[src/rtl/btn_debounce.sv]
// rtl/btn_debounce.sv - two-flop synchronized, counter-qualified push-button debouncer
//
// Purpose:
//   Takes a raw mechanical button level that is asynchronous to i_clock and
//   may bounce. Produces a clean, registered level plus single-cycle edge
//   pulses. A new level is accepted only after the synchronized input has
//   disagreed with the current accepted level long enough for the qualify
//   counter to reach DEBOUNCE_CYCLES-1.
//
// Parameters:
//   DEBOUNCE_CYCLES  qualification length in synchronized samples (2 .. 2^20)
//
// Ports:
//   i_clock    in   system clock, all state changes on the rising edge
//   i_reset    in   asynchronous, active-high reset (deassertion is expected
//                   to be synchronized upstream by the reset tree)
//   i_btn_raw  in   raw button level, asynchronous, may bounce
//   o_btn      out  debounced level, registered
//   o_rise     out  one-cycle pulse in the first cycle o_btn reads 1
//   o_fall     out  one-cycle pulse in the first cycle o_btn reads 0

module btn_debounce #(
    parameter int unsigned DEBOUNCE_CYCLES = 1000
) (
    input  logic i_clock,
    input  logic i_reset,
    input  logic i_btn_raw,
    output logic o_btn,
    output logic o_rise,
    output logic o_fall
);

    // Counter only ever needs to reach DEBOUNCE_CYCLES-1, so ceil(log2(N))
    // bits suffice. The guard keeps the width legal if someone sets N=1.
    localparam int unsigned CNT_W = (DEBOUNCE_CYCLES > 1) ? $clog2(DEBOUNCE_CYCLES) : 1;
    localparam logic [CNT_W-1:0] CNT_LAST = CNT_W'(DEBOUNCE_CYCLES - 1);
    localparam logic [CNT_W-1:0] CNT_ZERO = '0;
    localparam logic [CNT_W-1:0] CNT_ONE  = CNT_W'(1);

    // Encoding keeps bit 1 equal to the accepted level in the stable states
    // only by coincidence; o_btn is decoded explicitly below.
    localparam logic [1:0] ST_LOW       = 2'd0;
    localparam logic [1:0] ST_RISE_WAIT = 2'd1;
    localparam logic [1:0] ST_HIGH      = 2'd2;
    localparam logic [1:0] ST_FALL_WAIT = 2'd3;

    // ------------------------------------------------------------------
    // State
    // ------------------------------------------------------------------
    logic             sync1_q, sync1_d;
    logic             sync2_q, sync2_d;
    logic [1:0]       state_q, state_d;
    logic [CNT_W-1:0] cnt_q,   cnt_d;
    logic             btn_q,   btn_d;
    logic             rise_q,  rise_d;
    logic             fall_q,  fall_d;

    logic             cnt_done;

    assign cnt_done = (cnt_q == CNT_LAST);

    // ------------------------------------------------------------------
    // Next-state logic
    // ------------------------------------------------------------------
    always_comb begin
        // Synchronizer: only sync2 is ever looked at by the FSM.
        sync1_d = i_btn_raw;
        sync2_d = sync1_q;

        state_d = state_q;
        cnt_d   = cnt_q;

        case (state_q)
            ST_LOW: begin
                // Counter holds while stable; it is cleared on entry to a
                // wait state instead.
                if (sync2_q) begin
                    state_d = ST_RISE_WAIT;
                    cnt_d   = CNT_ZERO;
                end
            end

            ST_RISE_WAIT: begin
                if (!sync2_q) begin
                    // Bounce: drop all progress, re-entry starts again at 0.
                    state_d = ST_LOW;
                    cnt_d   = CNT_ZERO;
                end else if (cnt_done) begin
                    state_d = ST_HIGH;
                end else begin
                    cnt_d   = cnt_q + CNT_ONE;
                end
            end

            ST_HIGH: begin
                if (!sync2_q) begin
                    state_d = ST_FALL_WAIT;
                    cnt_d   = CNT_ZERO;
                end
            end

            ST_FALL_WAIT: begin
                if (sync2_q) begin
                    state_d = ST_HIGH;
                    cnt_d   = CNT_ZERO;
                end else if (cnt_done) begin
                    state_d = ST_LOW;
                end else begin
                    cnt_d   = cnt_q + CNT_ONE;
                end
            end

            default: begin
                state_d = ST_LOW;
                cnt_d   = CNT_ZERO;
            end
        endcase

        // Outputs are decoded from the next state so that the registered
        // level and its edge pulse appear in the same cycle.
        btn_d  = (state_d == ST_HIGH) || (state_d == ST_FALL_WAIT);
        rise_d = (state_q == ST_RISE_WAIT) && (state_d == ST_HIGH);
        fall_d = (state_q == ST_FALL_WAIT) && (state_d == ST_LOW);
    end

    // ------------------------------------------------------------------
    // Registers
    // ------------------------------------------------------------------
    always_ff @(posedge i_clock or posedge i_reset) begin
        if (i_reset) begin
            sync1_q <= 1'b0;
            sync2_q <= 1'b0;
            state_q <= ST_LOW;
            cnt_q   <= CNT_ZERO;
            btn_q   <= 1'b0;
            rise_q  <= 1'b0;
            fall_q  <= 1'b0;
        end else begin
            sync1_q <= sync1_d;
            sync2_q <= sync2_d;
            state_q <= state_d;
            cnt_q   <= cnt_d;
            btn_q   <= btn_d;
            rise_q  <= rise_d;
            fall_q  <= fall_d;
        end
    end

    assign o_btn  = btn_q;
    assign o_rise = rise_q;
    assign o_fall = fall_q;

endmodule
[config.mk]
export PLATFORM = sky130hd
export DESIGN_NAME = btn_debounce
export DESIGN_NICKNAME = d
export VERILOG_FILES = /design/src/rtl/btn_debounce.sv
export SDC_FILE = /design/constraint.sdc
export NUM_CORES = 1
export LEC_CHECK = 0
export CORE_UTILIZATION = 50
export DETAILED_ROUTE_END_ITERATION = 7
export PLACE_DENSITY = 0.7
export SYNTH_ARGS = -nofsm -noshare
export SYNTH_HDL_FRONTEND = slang
export SYNTH_SLANG_ARGS = --single-unit
[constraint.sdc]
create_clock -name i_clock -period 4.9 [get_ports i_clock]
set_input_delay 0.98 -clock i_clock [delete_from_list [all_inputs] [get_ports i_clock]]
set_output_delay 0.98 -clock i_clock [all_outputs]
set_load 0.02 [all_outputs]
Word-level counts from Yosys, hierarchy flattened. Cells that the tools add are included.

Word-level logic and storage cells: 35. Output and inout bits: 3. Bits in registers: 17. Input bits: 3.

Add/sub/neg operators: 1. Muxes and demuxes: 13. Reductions and logical operators: 6. Equality and inequality tests: 8.

Operators by type and width (number): $mux W10 (5); $pmux W10 S4 (1); $mux W2 (6); $add A10 B1 Y10 const B (1); $eq A10 B10 Y1 const B (1); $eq A2 B2 Y1 const B (4); $pmux W2 S4 (1); $logic_not A2 Y1 (2); $ne A2 B2 Y1 const B (2); $eq A2 B1 Y1 const B (1); $logic_and A1 B1 Y1 (2); $reduce_and A2 Y1 (1); $logic_or A1 B1 Y1 (1).

Logic depth before layout (Yosys ltp). Gate-level depths: netlist (run 1).

Depth in word-level cells: 6. Depth in mapped cells: 5. Mapped depth without buffers: 5.

Worst setup path before layout (run 1). Ideal clock, no wire load.

Path kind: register to register. Start point: reg cnt_q[1]. End point: reg btn_q (netlist: o_btn). Setup slack: 3.255 ns. Setup time: 0.128 ns. Stages on the path, launching flop included: 6. Data required time: 4.772 ns. Clock period less this slack: 1.645 ns. Arrival time: 1.517 ns. Path buffers: 0. Cells stage by stage: dfrtp_1 -> ha_1 -> nand2_1 -> nor4_4 -> nand2_2 -> mux2_1.

Cells in the longest elaborated chain, start to end: 6. Elaborated cells on any way between the ends: 9. Classes of those cells: 3 x eq/ne; 5 x mux; 1 x reduce/logical.

RTL lines: from (decl) (RTL line 53) `logic [CNT_W-1:0] cnt_q, cnt_d;`; from (signal assigned) (RTL line 142) `cnt_q <= cnt_d;`; $eq A10 B10 Y1 * (RTL line 60) `assign cnt_done = (cnt_q == CNT_LAST);`; $mux W2 (on tied branches) (RTL line 106, 88); $mux W2 (on tied branches) (RTL line 103, 84); $pmux W2 S4 * (RTL line 73) `case (state_q)`; $eq A2 B2 Y1 (RTL line 121) `btn_d = (state_d == ST_HIGH) || (state_d == ST_FALL_WAIT);`; $logic_or A1 B1 Y1 * (RTL line 121); named net btn_d (RTL line 54) `logic btn_q, btn_d;`; to (signal assigned) (RTL line 143) `btn_q <= btn_d;`; to (decl) (RTL line 54).

Mark *: on every way through the listed nets, which the timed path passes. The rest lies on a longest branch. A chain may end at the register's enable or synchronous reset.

Worst setup path in the final report (run 1).
Start point: reg rise_q (netlist: o_rise). End point: out o_rise.

RTL lines: from (decl) (RTL line 55) `logic rise_q, rise_d;`; from (signal assigned) (RTL line 144) `rise_q <= rise_d;`; to (decl) (RTL line 29) `output logic o_rise,`.

No word-level cell between the ends.

==> flow_summary.json, run 1 <==
{
  "drc": 0,
  "dominantRegCellSynth": "sky130_fd_sc_hd__dfrtp_1",
  "worstPathCellList": "clkdlybuf4s50_1",
  "netlist_instances": 84,
  "clock_root_buffer_master": "sky130_fd_sc_hd__clkbuf_4",
  "syn_area_per_cell_sq_um": 10.2,
  "fp-row-count": 14,
  "critPathMaxStageDelay_ps": 600,
  "ir_drop_v": 0.000199,
  "hold_buffers": 0,
  "total_power_w": 0.000242,
  "setup_violations": 0,
  "cts_buffers": 3,
  "fp.dieArea_sq_mm": 0.00188,
  "grt_pass1_wl_microns": 2710,
  "io_pins": 6,
  "drtIter0Drc": 21,
  "setup.worst_path.end_class": "output pin",
  "floorplan.die.width_microns": 43.3,
  "timing_hold_violations_final": 0,
  "top_usage_layer": "met2",
  "post_cts.repair.setup_buffers": 0,
  "fin_worst_skew_ps": 11.2,
  "die_height_microns": 43.3,
  "clock_tree.buffer_depth": 2,
  "critPathTopFamily": "buffers and inverters",
  "gr-usage-all-layers_pct": 19.6,
  "crit_required_ps": 3920,
  "global_route.usage.met3_pct": 5.11,
  "start_to_end_type_of_the_worst_setup_path": "reg -> out",
  "grt_antenna_before_repair": 0,
  "num_vias": 638,
  "post_synth_most_frequent_cells": "sky130_fd_sc_hd__dfrtp_1, sky130_fd_sc_hd__nor2_1, sky130_fd_sc_hd__o21ai_0",
  "drtPass1Iterations": 4,
  "layout_worst_path_cycle_share_pct": 45.1,
  "critical_path_source_type": "flip-flop",
  "cell_types_with_the_largest_area_share_after_synthesis": "sky130_fd_sc_hd__dfrtp_1, sky130_fd_sc_hd__o21ai_0, sky130_fd_sc_hd__nor2_1, sky130_fd_sc_hd__nand3_1, sky130_fd_sc_hd__mux2_1",
  "final.setup.tns_ps": 0,
  "maxCapViolations": 0,
  "most_common_cell_in_the_netlist": "sky130_fd_sc_hd__dfrtp_1",
  "synth.distinct_cells": 33,
  "synth_enable_flop_cells": 0,
  "result_of_the_run": "finished, final reports clean",
  "layout-area-overhead-vs-synth_pct": 10.1,
  "nNetsFinal": 95,
  "synth_async_sr_flop_share_pct": 100,
  "gr-usage-met1_pct": 27.2,
  "postCtsResizedCells": 0,
  "crit_path_max_fanout": 1,
  "powerDensity_mw_per_mm2": 257,
  "worst_rel_slew_slack_pct": 57.7,
  "via_count_of_the_first_global_routing_pass": 613,
  "timing_max_transition_violations_final": 0,
  "grt_start_max_net_pins": 18,
  "globalRouteOverflowTotal": 0,
  "tightest_slew_ps": 634,
  "hold_path_class": "reg -> reg",
  "place_congestion": 0.775,
  "final_core_util_pct": 61.0,
  "wirelength_microns": 1520,
  "syn-num-nets": 88,
  "ctsHtreeMaxLevel": 1,
  "dp_hpwl_microns": 1110,
  "worstPathArrival_ps": 1230,
  "routedWlPerCell_microns": 14.4,
  "synth-seq-cells": 17,
  "seq_cell_area_sq_um": 425,
  "multiInputGateArea_sq_um": 403,
  "synth_largest_type_area_fraction_pct": 49.9,
  "fp.coreArea_sq_mm": 0.00154,
  "leakage_power_summed_over_all_cells_nw": 0.397,
  "worst-path-buf-inv": 1,
  "layout.filler_cells": 129,
  "tritoncts": "done",
  "mappedNetlistArea_sq_um": 853,
  "detail_route.vias_per_cell": 6.02,
  "seq_area_frac_synth_pct": 49.9,
  "globalRouteMet2Util_pct": 30.1,
  "antenna_left": 0,
  "cts.sink_count": 17,
  "worst_skew_pair.late_latency_ps": 310,
  "cts.clk_slew.worst_paths_ps": 100,
  "max_freq_mhz": 453,
  "timing.critical_path.slowest_stage_cell": "sky130_fd_sc_hd__clkdlybuf4s50_1",
  "initial_core_util_pct": 55.4,
  "min_period_ps": 2210,
  "antenna_cells_inserted": 0,
  "proportion_of_layout_cells_with_a_drive_suffix_above_1_pct": 10.0,
  "netlist.top_cell.by_area": "sky130_fd_sc_hd__dfrtp_1",
  "rsz0062_at_grt": "no",
  "synth_warnings": 0,
  "io_buffer_count": 5
}
## cell type report
cell class	count	area share, %
timing repair buffer	5	5.33
sequential	17	45.3
tap	16	2.13
multi-input combinational	61	42.9
clock buffer	3	2.40
clock inverter	1	0.799
inverter	3	1.20
## per-stage QoR
step	setup WS, ps	hold WS [ps]	cell area [sq um]	instances
finish	2690	363	940	106
global route	2640	371	940	106
CTS	2670	366	940	106
detailed placement	3000	341	910	102
global placement	2980	335	910	102
floorplan	3260	331	853	84
## flip-flops by register name, summed over array words and instances (netlist names)
register	cells
cnt_q	10
sync2_q	1
state_q	2
o_fall	1
o_rise	1
sync1_q	1
o_btn	1
## where the power goes
| part | total, W | internal (W) | switching, W |
|---|---|---|---|
| clock | 0.0000806 | 0.0000311 | 0.0000495 |
| combinational | 0.0000146 | 0.00000540 | 0.00000923 |
| sequential | 0.000147 | 0.000143 | 0.00000377 |
## logic make-up after synthesis
group                    Yosys count  share of synthesized area, %
AO/OA/AOI/OAI                     19                          13.9
XOR/XNOR                           3                          3.96
adder cells (fa/ha/maj)            1                          1.47
buffers and inverters              6                          2.93
flip-flops                        17                          49.9
multiplexers                       2                          2.64
AND/OR/NAND/NOR                   36                          25.2
## cell usage in the layout (no fill, tap or decap), types with 3 or more instances in the layout
cell and n:
sky130_fd_sc_hd__clkbuf_4 3, sky130_fd_sc_hd__clkdlybuf4s50_1 5, sky130_fd_sc_hd__dfrtp_1 17, sky130_fd_sc_hd__a21oi_1 4, sky130_fd_sc_hd__o21ai_0 7, sky130_fd_sc_hd__inv_1 3, sky130_fd_sc_hd__nand2_1 4, sky130_fd_sc_hd__nand3_1 5
sky130_fd_sc_hd__nor2_1 7
## routing by layer
layer / wire, microns / up-vias
met5: 0 / -
met4: 22 / 0
met3: 53 / 3
met2: 693 / 14
met1: 755 / 305
li1: - / 316
## final timing paths
check / start / end / slack, ps / cells past startpoint
worst max-delay path: o_rise$_DFF_PP0_ / o_rise / 2690 / 1
worst min-delay path: sync1_q$_DFF_PP0_ / sync2_q$_DFF_PP0_ / 360 / 0
worst max register to register: cnt_q[0]$_DFFE_PP0P_ / o_btn$_DFF_PP0_ / 2960 / 5
worst min register to register: sync1_q$_DFF_PP0_ / sync2_q$_DFF_PP0_ / 360 / 0
max in group asynchronous: i_reset / cnt_q[0]$_DFFE_PP0P_ / 3440 / 2
min in group asynchronous: i_reset / cnt_q[8]$_DFFE_PP0P_ / 1040 / 2
Power figures use the tool's default switching activity.
==> run 2, diff against run 1 <==
--- a/config.mk
+++ b/config.mk
@@ -7,7 +7,7 @@
 export LEC_CHECK = 0
 export CORE_UTILIZATION = 50
 export DETAILED_ROUTE_END_ITERATION = 7
-export PLACE_DENSITY = 0.7
+export PLACE_DENSITY = 0.72
 export SYNTH_ARGS = -nofsm -noshare
 export SYNTH_HDL_FRONTEND = slang
 export SYNTH_SLANG_ARGS = --single-unit
==> constraint.sdc (replaced) <==
create_clock -name i_clock -period 1.78 [get_ports i_clock]
set_input_delay 0.356 -clock i_clock [delete_from_list [all_inputs] [get_ports i_clock]]
set_output_delay 0.356 -clock i_clock [all_outputs]
set_load 0.02 [all_outputs]
==> run 2 against run 1 <==
Net effect:
- global-route usage shrank 0.11 points
- first-iteration DRC count fell by 43%
- critical path type is now reg -> reg
- critical endpoint is now state_q[1]$_DFF_PP0_
- worst hold slack got worse by 4.0 ps
==> flow_summary.json, run 2 (synthesis results as in run 1) <==
{
  "layout.cells.most_common": "sky130_fd_sc_hd__dfrtp_1",
  "multiInputGateArea_sq_um": 403,
  "cts_buffers": 3,
  "final.setup.tns_ps": 0,
  "critPathMaxStageDelay_ps": 410,
  "cts.sink_count": 17,
  "antenna_cells_inserted": 0,
  "leakage_power_summed_over_all_cells_nw": 0.413,
  "layout.filler_cells": 129,
  "critical_path_source_type": "flip-flop",
  "worst_skew_pair.late_latency_ps": 290,
  "max_freq_mhz": 612,
  "clock_root_buffer_master": "sky130_fd_sc_hd__clkbuf_4",
  "die_height_microns": 43.3,
  "detail_route.vias_per_cell": 5.92,
  "fp-row-count": 14,
  "result_of_the_run": "finished, final reports clean",
  "ctsHtreeMaxLevel": 1,
  "drtPass1Iterations": 4,
  "hold_slack_final_ps": 359,
  "powerDensity_mw_per_mm2": 679,
  "grt_pass1_wl_microns": 2660,
  "post_dp_cell_area_sq_um": 932,
  "globalRouteOverflowTotal": 0,
  "grt_start_max_net_pins": 18,
  "hold_path_class": "reg -> reg",
  "rsz0062_at_grt": "no",
  "fin_area_sq_um": 958,
  "seq_cell_area_sq_um": 425,
  "start_to_end_type_of_the_worst_setup_path": "reg -> reg",
  "dp_hpwl_microns": 1140,
  "layout_worst_path_cycle_share_pct": 91.8,
  "antenna_left": 0,
  "hold_buffers": 0,
  "finalNonFillerCells": 109,
  "gr-usage-all-layers_pct": 19.5,
  "setup_violations": 0,
  "fp.coreArea_sq_mm": 0.00154,
  "clock_tree.buffer_depth": 2,
  "floorplan.die.width_microns": 43.3,
  "largest_reg_flops": 10,
  "postCtsResizedCells": 0,
  "cts.clk_slew.worst_paths_ps": 90,
  "routedWlPerCell_microns": 14.7,
  "setup.worst_path.end_class": "flip-flop",
  "io_buffer_count": 5,
  "crit_required_ps": 1960,
  "regMostFlops": "cnt_q",
  "wirelength_microns": 1600,
  "fin_worst_skew_ps": 4.98,
  "initial_core_util_pct": 55.4,
  "timing_max_transition_violations_final": 0,
  "num_vias": 645,
  "grt_antenna_before_repair": 0,
  "place_congestion": 0.838,
  "proportion_of_layout_cells_with_a_drive_suffix_above_1_pct": 11.8,
  "timing.critical_path.slowest_stage_cell": "sky130_fd_sc_hd__dfrtp_1",
  "min_period_ps": 1630,
  "worst_rel_slew_slack_pct": 76.9,
  "maxCapViolations": 0,
  "layout-area-overhead-vs-synth_pct": 12.3,
  "drtIter0Drc": 12,
  "reg.largest.list": "cnt_q: 10 flops, state_q: 2 flops",
  "drc": 0,
  "mostFrequentLayoutCells": "sky130_fd_sc_hd__dfrtp_1, sky130_fd_sc_hd__nor2_1, sky130_fd_sc_hd__o21ai_0",
  "tritoncts": "done",
  "via_count_of_the_first_global_routing_pass": 609,
  "io_pins": 6,
  "crit_path_max_fanout": 5,
  "worstPathCellList": "ha_1 > nand2_1 > nor4_4 > nand2_2 > mux2_1",
  "placed_cells": 105,
  "ir_drop_v": 0.000428,
  "timing_hold_violations_final": 0,
  "nNetsFinal": 98,
  "worstPathArrival_ps": 1820,
  "tightest_slew_ps": 344,
  "fp.dieArea_sq_mm": 0.00188,
  "post_cts.repair.setup_buffers": 0
}
## run 2: changes by cell type in the layout (fill, tap and decap cells not counted), sizes merged
cell and delta:
clkinvlp -1, buf +3, clkbuf +1
## run 2: per-stage QoR
stage	power, W	util [%]	setup slack, ps
5_1_grt	0.000680	62.2	14.0
6_report	0.000651	62.2	146
3_5_place_dp	0.000455	60.5	158
4_1_cts	0.000658	62.2	149
3_3_place_gp	0.000453	60.5	193
2_1_floorplan	0.000439	-	135
## run 2: layout make-up
cell class              instances  area share [%]
clock buffers                   4            2.74
well taps                      16            2.09
repair buffers                  8            7.57
flip-flops and latches         17            44.4
inverters                       3            1.17
multi-input cells              61            42.0
## run 2: routing by layer
layer  track usage (%)  up-vias  part of all wire [%]
li1                  -      322                     -
met1              24.9      307                    49
met2              30.1       11                    46
met3              3.40        5                   2.4
met4              12.7        0                   2.5
met5                 0        -                     0
## run 2: worst max-delay path, delay by kind of cell, from the launching register on
family / cells / cell delay (ps)
and+or+nand+nor: 3 / 560
DFF: 1 / 410
adders and majority gates: 1 / 230
muxes: 1 / 330
## run 2: where the power goes
part	switching [W]	internal, W	total [W]
clock network	0.000116	0.0000872	0.000203
registers	0.0000101	0.000393	0.000403
logic	0.0000269	0.0000178	0.0000448
## run 2: final timing paths
path / end / startpoint / slack (ps) / cells past startpoint
worst min register to register: sync2_q$_DFF_PP0_ / sync1_q$_DFF_PP0_ / 360 / 0
worst min-delay path: sync2_q$_DFF_PP0_ / sync1_q$_DFF_PP0_ / 360 / 0
worst max register to register: state_q[1]$_DFF_PP0_ / cnt_q[1]$_DFFE_PP0P_ / 150 / 5
min in group asynchronous: cnt_q[4]$_DFFE_PP0P_ / i_reset / 370 / 3
max in group asynchronous: cnt_q[0]$_DFFE_PP0P_ / i_reset / 1220 / 3
worst max-delay path: state_q[1]$_DFF_PP0_ / cnt_q[1]$_DFFE_PP0P_ / 150 / 5
